===== src/rtl/hsl_convert_sched.sv =====
// Shares one combinational rgb2hsl converter between requesters A (video scan) and B (probe).
// Latency: handshake at edge N -> registered result on out_* after edge N+1; 1 pixel/clk sustained.
// Backpressure: out_ready low holds S2, S1 holds if occupied, and a_ready/b_ready drop accordingly.
module hsl_convert_sched #(
  parameter int ARB_MODE = 0,   // 0 = round-robin, 1 = A always wins
  parameter int CNT_W    = 16   // width of the saturating accepted-pixel counters
) (
  input  logic             clk,
  input  logic             reset,
  input  logic             a_valid,
  input  logic [23:0]      a_rgb,
  output logic             a_ready,
  input  logic             b_valid,
  input  logic [23:0]      b_rgb,
  output logic             b_ready,
  output logic             out_valid,
  input  logic             out_ready,
  output logic             out_id,
  output logic [8:0]       out_hue,
  output logic [17:0]      out_sat,
  output logic [17:0]      out_lum,
  output logic             busy,
  output logic [CNT_W-1:0] cnt_a,
  output logic [CNT_W-1:0] cnt_b
);

  localparam logic [CNT_W-1:0] CNT_ONE = 1;

  // Stage S1: arbitrated pixel waiting for the converter
  logic        r_v1;
  logic        r_id1;
  logic [23:0] r_rgb1;

  // Stage S2: converted result presented on the output stream
  logic        r_v2;
  logic        r_id2;
  logic [8:0]  r_hue;
  logic [17:0] r_sat;
  logic [17:0] r_lum;

  // Round-robin history: 1 means B won last, so A wins the next contested cycle
  logic        r_last_id;

  logic [CNT_W-1:0] r_cnt_a;
  logic [CNT_W-1:0] r_cnt_b;

  // Pipeline advance and arbitration wires
  logic        w_ld1;
  logic        w_ld2;
  logic        w_grant_a;
  logic        w_grant_b;
  logic        w_grant_any;
  logic        w_gid;
  logic [23:0] w_grant_rgb;

  // Converter wires
  logic [7:0]         w_r;
  logic [7:0]         w_g;
  logic [7:0]         w_b;
  logic [7:0]         w_max;
  logic [7:0]         w_min;
  logic [7:0]         w_d;
  logic [8:0]         w_sum;
  logic [8:0]         w_den9;
  logic [7:0]         w_den;
  logic [8:0]         w_base;
  logic signed [15:0] w_diff;
  logic signed [15:0] w_num;
  logic signed [15:0] w_hq;
  logic signed [15:0] w_h;
  logic [8:0]         w_hue;
  logic [17:0]        w_sat;
  logic [17:0]        w_lum;

  // S2 can take new data when empty or being drained; S1 can when empty or moving on
  assign w_ld2 = !r_v2 | out_ready;
  assign w_ld1 = !r_v1 | w_ld2;

  // Grant only while S1 can load, so a ready never asserts into a stalled stage
  always_comb begin
    w_grant_a = 1'b0;
    w_grant_b = 1'b0;
    if (w_ld1) begin
      if (a_valid && b_valid) begin
        if (ARB_MODE == 1) begin
          w_grant_a = 1'b1;
        end else if (r_last_id) begin
          w_grant_a = 1'b1;
        end else begin
          w_grant_b = 1'b1;
        end
      end else begin
        w_grant_a = a_valid;
        w_grant_b = b_valid;
      end
    end
  end

  assign w_grant_any = w_grant_a | w_grant_b;
  assign w_gid       = w_grant_b;
  assign w_grant_rgb = w_grant_b ? b_rgb : a_rgb;

  assign a_ready = w_grant_a;
  assign b_ready = w_grant_b;

  // rgb2hsl on the S1 pixel: integer hue in degrees, sat/lum in 2.16 fixed point
  always_comb begin
    w_r    = r_rgb1[23:16];
    w_g    = r_rgb1[15:8];
    w_b    = r_rgb1[7:0];
    w_max  = w_r;
    w_min  = w_r;
    if (w_g > w_max) w_max = w_g;
    if (w_b > w_max) w_max = w_b;
    if (w_g < w_min) w_min = w_g;
    if (w_b < w_min) w_min = w_b;
    w_d    = w_max - w_min;
    w_sum  = {1'b0, w_max} + {1'b0, w_min};
    w_den9 = 9'd510 - w_sum;
    // Saturation denominator is max+min for the dark half, 510-(max+min) for the light half
    w_den  = (w_sum <= 9'd255) ? w_sum[7:0] : w_den9[7:0];
    w_base = 9'd0;
    w_diff = 16'sd0;
    w_num  = 16'sd0;
    w_hq   = 16'sd0;
    w_h    = 16'sd0;
    w_hue  = 9'd0;
    w_sat  = 18'd0;
    w_lum  = 18'({w_sum, 15'd0} / 24'd255);
    // Grey pixels (including black) have no chroma, so hue and sat stay zero
    if (w_d != 8'd0) begin
      if (w_r == w_max) begin
        w_base = 9'd0;
        w_diff = $signed({8'd0, w_g}) - $signed({8'd0, w_b});
      end else if (w_g == w_max) begin
        w_base = 9'd120;
        w_diff = $signed({8'd0, w_b}) - $signed({8'd0, w_r});
      end else begin
        w_base = 9'd240;
        w_diff = $signed({8'd0, w_r}) - $signed({8'd0, w_g});
      end
      w_num = w_diff * 16'sd60;
      // Signed division truncates toward zero; negative angles wrap into 0..359
      w_hq  = w_num / $signed({8'd0, w_d});
      w_h   = $signed({7'd0, w_base}) + w_hq;
      if (w_h < 16'sd0) w_h = w_h + 16'sd360;
      w_hue = 9'(w_h);
      // w_d never exceeds the denominator, so sat tops out at exactly 1.0
      w_sat = 18'({w_d, 16'd0} / {16'd0, w_den});
    end
  end

  // Pipeline registers, round-robin history and saturating counters
  always_ff @(posedge clk) begin
    if (reset) begin
      r_v1      <= 1'b0;
      r_id1     <= 1'b0;
      r_rgb1    <= 24'd0;
      r_v2      <= 1'b0;
      r_id2     <= 1'b0;
      r_hue     <= 9'd0;
      r_sat     <= 18'd0;
      r_lum     <= 18'd0;
      r_last_id <= 1'b1;
      r_cnt_a   <= '0;
      r_cnt_b   <= '0;
    end else begin
      if (w_ld2) begin
        r_v2  <= r_v1;
        r_id2 <= r_id1;
        r_hue <= w_hue;
        r_sat <= w_sat;
        r_lum <= w_lum;
      end
      if (w_ld1) begin
        r_v1   <= w_grant_any;
        r_id1  <= w_gid;
        r_rgb1 <= w_grant_rgb;
      end
      if (w_grant_any) begin
        r_last_id <= w_gid;
      end
      if (a_valid && a_ready && (r_cnt_a != '1)) begin
        r_cnt_a <= r_cnt_a + CNT_ONE;
      end
      if (b_valid && b_ready && (r_cnt_b != '1)) begin
        r_cnt_b <= r_cnt_b + CNT_ONE;
      end
    end
  end

  assign out_valid = r_v2;
  assign out_id    = r_id2;
  assign out_hue   = r_hue;
  assign out_sat   = r_sat;
  assign out_lum   = r_lum;
  assign busy      = r_v1 | r_v2;
  assign cnt_a     = r_cnt_a;
  assign cnt_b     = r_cnt_b;

endmodule


===== config.mk =====
export PLATFORM = sky130hd
export DESIGN_NAME = hsl_convert_sched
export DESIGN_NICKNAME = d
export VERILOG_FILES = /design/src/rtl/hsl_convert_sched.sv
export SDC_FILE = /design/constraint.sdc
export NUM_CORES = 1
export LEC_CHECK = 0
export BUFFER_PORTS_ARGS = -buffer_cell sky130_fd_sc_hd__buf_2
export CORE_MARGIN = 3
export CORE_UTILIZATION = 40
export DETAILED_ROUTE_END_ITERATION = 7
export HOLD_SLACK_MARGIN = 0.12
export PLACE_DENSITY = 0.61
export SETUP_SLACK_MARGIN = 0.2
export SLEW_MARGIN = 10
export SYNTH_ARGS = -nofsm -noshare
export SYNTH_HDL_FRONTEND = slang
export SYNTH_SLANG_ARGS = --single-unit
export TNS_END_PERCENT = 1

===== constraint.sdc =====
create_clock -name clk -period 92.3 [get_ports clk]
set_clock_uncertainty 0.15 [all_clocks]
set_input_delay 13.845 -clock clk [delete_from_list [all_inputs] [get_ports clk]]
set_output_delay 13.845 -clock clk [all_outputs]
set_load 0.05 [all_outputs]

# Word level (Yosys, flattened, before mapping)
# Index checks and enable logic that the tools add are counted.
# Widths: inputs -> output; s select.
[classes]
add_sub_neg = 10
mul = 1
n_div = 3
n_lt_le_gt_ge = 6
eq_ne = 4
shift = 0
n_mux = 21
bitwise_logic = 4
reduce_logical = 8
[op_table]
columns = ["operator", "n"]
rows = [
  ["$mux 8", 7],
  ["$mux 16", 3],
  ["$add 16x1->16 const B", 2],
  ["$ne 16x16->1 const B", 2],
  ["$mux 9", 3],
  ["$sub 8x8->9", 3],
  ["$div 24x8->24", 1],
  ["$div 24x8->24 const B", 1],
  ["$mux 24", 1],
  ["$mux 18", 1],
  ["$add 10x16->16", 1],
  ["$div 16x9->16", 1],
  ["$eq 8x8->1", 2],
  ["$gt 8x8->1", 2],
  ["$lt 16x1->1 const B", 1],
  ["$lt 8x8->1", 2],
  ["$mul 16x5->14 const B", 1],
  ["$add 8x8->9", 1],
  ["$add 9x9->9 const B", 1],
  ["$le 9x8->1 const B", 1],
  ["$reduce_bool 8->1", 1],
  ["$sub 8x8->8", 1],
  ["$sub 8x8->8 const A", 1],
  ["$mux 1", 6],
  ["3 further kinds", 11],
]
[totals]
register_bits = 106
latch_bits = 0
ram_bits = 0
rom_bits = 0
inputBits = 53
output_inout_bits = 82
elab_cells = 68
n_memories = 0

# Logic depth before layout (Yosys ltp)
[logic_depth]
depth_word = 14
depth_mapped = 336
mapped_depth_nobuf = 311

# Worst setup path before layout
# OpenSTA, ideal clock, no wires.
[synth_path]
kind = "register to register"
startpoint = "reg r_rgb1[9]"
endpoint = "reg r_sat[0], in the netlist out_sat[0]"
setup_time_ps = 136
arrival_ps = 58595
required_time_ps = 92014
setup_slack_ps = 33419
path_stages_with_launch = 316
n_path_buf = 28
synth_period_minus_slack_ps = 58881
cell_sequence = "dfxtp_1 -> clkbuf_1 -> inv_1 -> ha_1 -> nor2b_1 -> o21ai_1 -> a21oi_1 -> a211oi_1 -> clkbuf_1 -> clkbuf_1 -> nor2_1 -> a21oi_1 -> ha_1 -> and3_1 -> a221o_1 -> a221oi_2 -> or2_1 -> buf_2 -> [... 280 more ...] -> nor2_1 -> o21a_1 -> o21ai_0 -> nand2b_1 -> nor3_1 -> nand4_1 -> buf_2 -> mux2_1 -> ha_1 -> a21o_1 -> a21o_1 -> a21oi_1 -> o31ai_1 -> or3_1 -> or3_1 -> a21oi_1 -> a31o_1 -> a221oi_2"
[synth_via]
elab_chain_cells = 9
word_cells_on_any_way = 16
cone_classes = "add/sub (3); div (1); order compare (5); mux (6); reduce/logical (1)"
[synth_rtl]
columns = ["element", "line_no", "text"]
rows = [
  ["start, declared", "32", "logic [23:0] r_rgb1;"],
  ["start signal, assigned", "178", "r_rgb1 <= w_grant_rgb;"],
  ["$gt 8x8->1 / $lt 8x8->1 (equally long branches)", "113, 115", ""],
  ["$mux 8, on equally long branches", "113, 115", ""],
  ["$gt 8x8->1 / $lt 8x8->1 (equally long branches)", "114, 116", ""],
  ["$mux 8, on equally long branches", "114, 116", ""],
  ["$add 8x8->9", "118", "w_sum = {1'b0, w_max} + {1'b0, w_min};"],
  ["$sub 8x8->8 / $le 9x8->1 (equally long branches)", "119, 121", ""],
  ["$mux 8", "121", "w_den = (w_sum <= 9'd255) ? w_sum[7:0] : w_den9[7:0];"],
  ["$div 24x8->24", "149", "w_sat = 18'({w_d, 16'd0} / {16'd0, w_den});"],
  ["$mux 18 (*)", "131", "if (w_d != 8'd0) begin"],
  ["end signal, assigned", "172", "r_sat <= w_sat;"],
  ["end, declared", "38", "logic [17:0] r_sat;"],
]
# Mark *: on every way between the ends. The rest lies on a longest branch, timed or not.
# A chain may end at the register's enable or synchronous reset.

# Worst setup path in the final report
# Same ends and word-level chain as after synthesis.

==> key figures <==
Synth
  • Share of the synthesized area in the top cell type: 13.5%
  • Synth warn: 0
  • Asr flop ratio synth: 0%
  • Post-synthesis sequential area ratio: 6.39%
  • Number of flops mapped to enable cells by yosys: 0
  • Mean Syn Cell Area: 7.11 um^2
  • Yosys cell types: 133
  • Synthesized net count: 5,054
  • Synth area leaders: ha_1, dfxtp_1, nor2_1
  • Yosys reg bits: 105
  • Yosys top cell by area: ha_1
  • Post-Synthesis Cell Area: 32,900 um^2
  • Synth Instances: 4,626
  • Top_reg_cell synth: dfxtp_1

Placement
  • DP HPWL: 82.2 mm
  • Count of input and output buffers: 133
  • Routability cong.: 0.950

Timing
  • Period utilization: 73.6%
  • TNS Setup: 0 ns
  • Unrepaired setup endpoints after global routing: false
  • Final Setup Violations: 0
  • Relative slew slack: 22.4%
  • Final Critical Period: 67.94 ns
  • Final hold violation count: 0
  • Slew @ Worst Pin: 1.16 ns
  • Fmax: 14.7 MHz
  • Max Slew Vio Count: 0

Floorplan
  • Die width: 293 um
  • Initial Util: 40.6%
  • Vert. Die Dim: 293 um
  • Core ar.: 81,100 um^2
  • Row count: 104
  • Die footprint: 85,700 um^2
  • # IOs: 135

Final layout
  • Area delta synth->final: 6.37%
  • Most frequent cells in the layout: nor2_1, ha_1, nand2_1, a21oi_1, o21ai_0
  • Nets@finish: 5,091
  • Share of layout cells above drive strength 1: 9.47%
  • Ant diodes: 0
  • Most common cell after layout, fill and taps aside: nor2_1

GRT
  • First-pass GRT wire length: 169 mm
  • GRT Overall Usage: 23.3%
  • Vias in the first global route: 32,404
  • Initial antenna violation count: 0
  • Pin count of the biggest net entering global routing: 68
  • GRT overflow: 0

Critical path
  • CP arrival: 68.05 ns
  • Data required, critical path: 92.40 ns
  • FF-to-FF path depth: 290
  • CP endpoint kind: register
  • Critical path depth: 290
  • Slowest stage delay, CP: 0.95 ns
  • CP Launch Point: r_rgb1[9]
  • Critical path capture point: out_sat[0]
  • CP Launch Type: register
  • Internal reg-to-reg setup slack: 24.36 ns
  • Buf/Inv on CP: 11
  • CP Max Fanout: 35
  • Critical R2R Launch: r_rgb1[9]
  • Cell mode on critical path: o21a_1
  • Reg-to-reg endpoint: out_sat[0]
  • Delay-heaviest family, CP: compound AO/OA/AOI/OAI gates
  • Slowest CP cell: a221oi_2
  • Setup Crit Path Kind: reg -> reg

Detailed routing
  • DRC: 0
  • Final ANT Viol Nets: 0
  • Vias per inst: 6.12
  • Wirelength per Cell: 18.2 um
  • Drt pass-1 iters: 8
  • WL final: 104 mm
  • Total number of vias: 35,065
  • Initial drt markers: 2,489

Clock tree
  • Root Buffer: clkbuf_16
  • Clock latency on the worst-skew pair: 0.41 ns
  • # clock sinks: 105
  • Post-cts repair resize count: 0
  • Clock Pin Slew Worst Setup and Hold Paths: 0.11 ns
  • Quantity of hold-fixing buffers added after cts: 0
  • Setup bufs post-CTS: 0
  • CTS tree: yes
  • Clock Tree Buf Depth: 2
  • # H-tree levels: 3
  • CTS Buf Count: 9

Status
  • Outcome: finished clean

Flow run
  • Total of max-cap violations: 0

Hold path
  • HP Class: reg -> reg
==> synthesized netlist by cell type (all sizes together), types with 55 or more instances <==
cell type and n:
nor2 527, nand3 112, nand4 76, xnor2 194, xor2 139, or2 57
o31ai 79, a31oi 68, a211oi 90, nor3 187, mux2 79, a21oi 309
buf 55, o211ai 65, nand2 336, o21a 133, o21ai 263, nand2b 86
inv 204, a21o 136, dfxtp 105, clkbuf 95, ha 354, nor2b 62
mux2i 110
==> final cells by class <==
class                           instances  area (um^2)
Fill cell                            8451        46100
Timing Repair Buffer                  176          991
Tap cell                             1060         1330
Sequential cell                       105         2100
Clock inverter                          6         98.8
Clock buffer                           10          229
Multi-Input combinational cell       4162        29500
Inverter                              209          785
==> logic make-up (layout without fill, tap and decap cells) <==
family	Yosys count	after routing	share of synthesized area [%]
adders and majority gates	375	375	14.7
xor gates and xnor gates	337	337	9.14
DFF	105	105	6.39
other	1	1	0.0114
and+or+nand+nor	1732	1732	26.8
AOI/OAI and AO/OA	1528	1528	32.5
buffers and inverters	359	401	4.35
muxes	189	189	6.10
==> flip-flops by register name (all words and copies together) (netlist names), 9 cells and up <==
register and flops:
out_hue 9, r_rgb1 24, out_lum 17, cnt_b 16
out_sat 18, cnt_a 16
==> per-stage QoR <==
step / utilization (%) / area [um^2] / setup slack (ns) / std cells / hold slack, ns
global placement: 42.8 / 34700 / 27.29 / 5712 / 0.286
detailed placement: 42.8 / 34700 / 25.60 / 5712 / 0.304
CTS: 43.2 / 35000 / 25.26 / 5728 / 0.317
global route: 43.2 / 35000 / 18.00 / 5728 / 0.356
floorplan: - / 32900 / 33.42 / 4626 / 0.287
finish: 43.2 / 35000 / 24.36 / 5728 / 0.312
==> worst register-to-register path: cells and delay by family, from the launching register on <==
family          cells  cell delay [ns]
fa+ha+maj          27             8.45
xor+xnor            1             0.65
mux                10             2.97
buf+inv            11             1.69
compound gates    151            30.68
simple gates       90            22.67
flops               1             0.60
==> routing by layer <==
layer / up-vias / share of wire, % / track usage, %
met3: 143 / 4.8 / 1.92
li1: 17530 / - / -
met5: - / 0 / 0
met4: 0 / 2.4 / 6.41
met1: 16449 / 46 / 30.9
met2: 943 / 47 / 40.3
==> worst min path at each step <==
stage / from / end / cells after the start / slack (ns)
4_1_cts: r_id1 / out_id / 2 / 0.32
3_5_place_dp: r_id1 / out_id / 2 / 0.30
6_report: r_id1 / out_id / 2 / 0.31
3_3_place_gp: out_id / out_id / 2 / 0.29
2_1_floorplan: r_id1 / out_id / 2 / 0.29
5_1_grt: r_id1 / out_id / 2 / 0.36
Power is not shown: default switching activity piles up to over one toggle a cycle in this logic, so the estimate is an artifact.
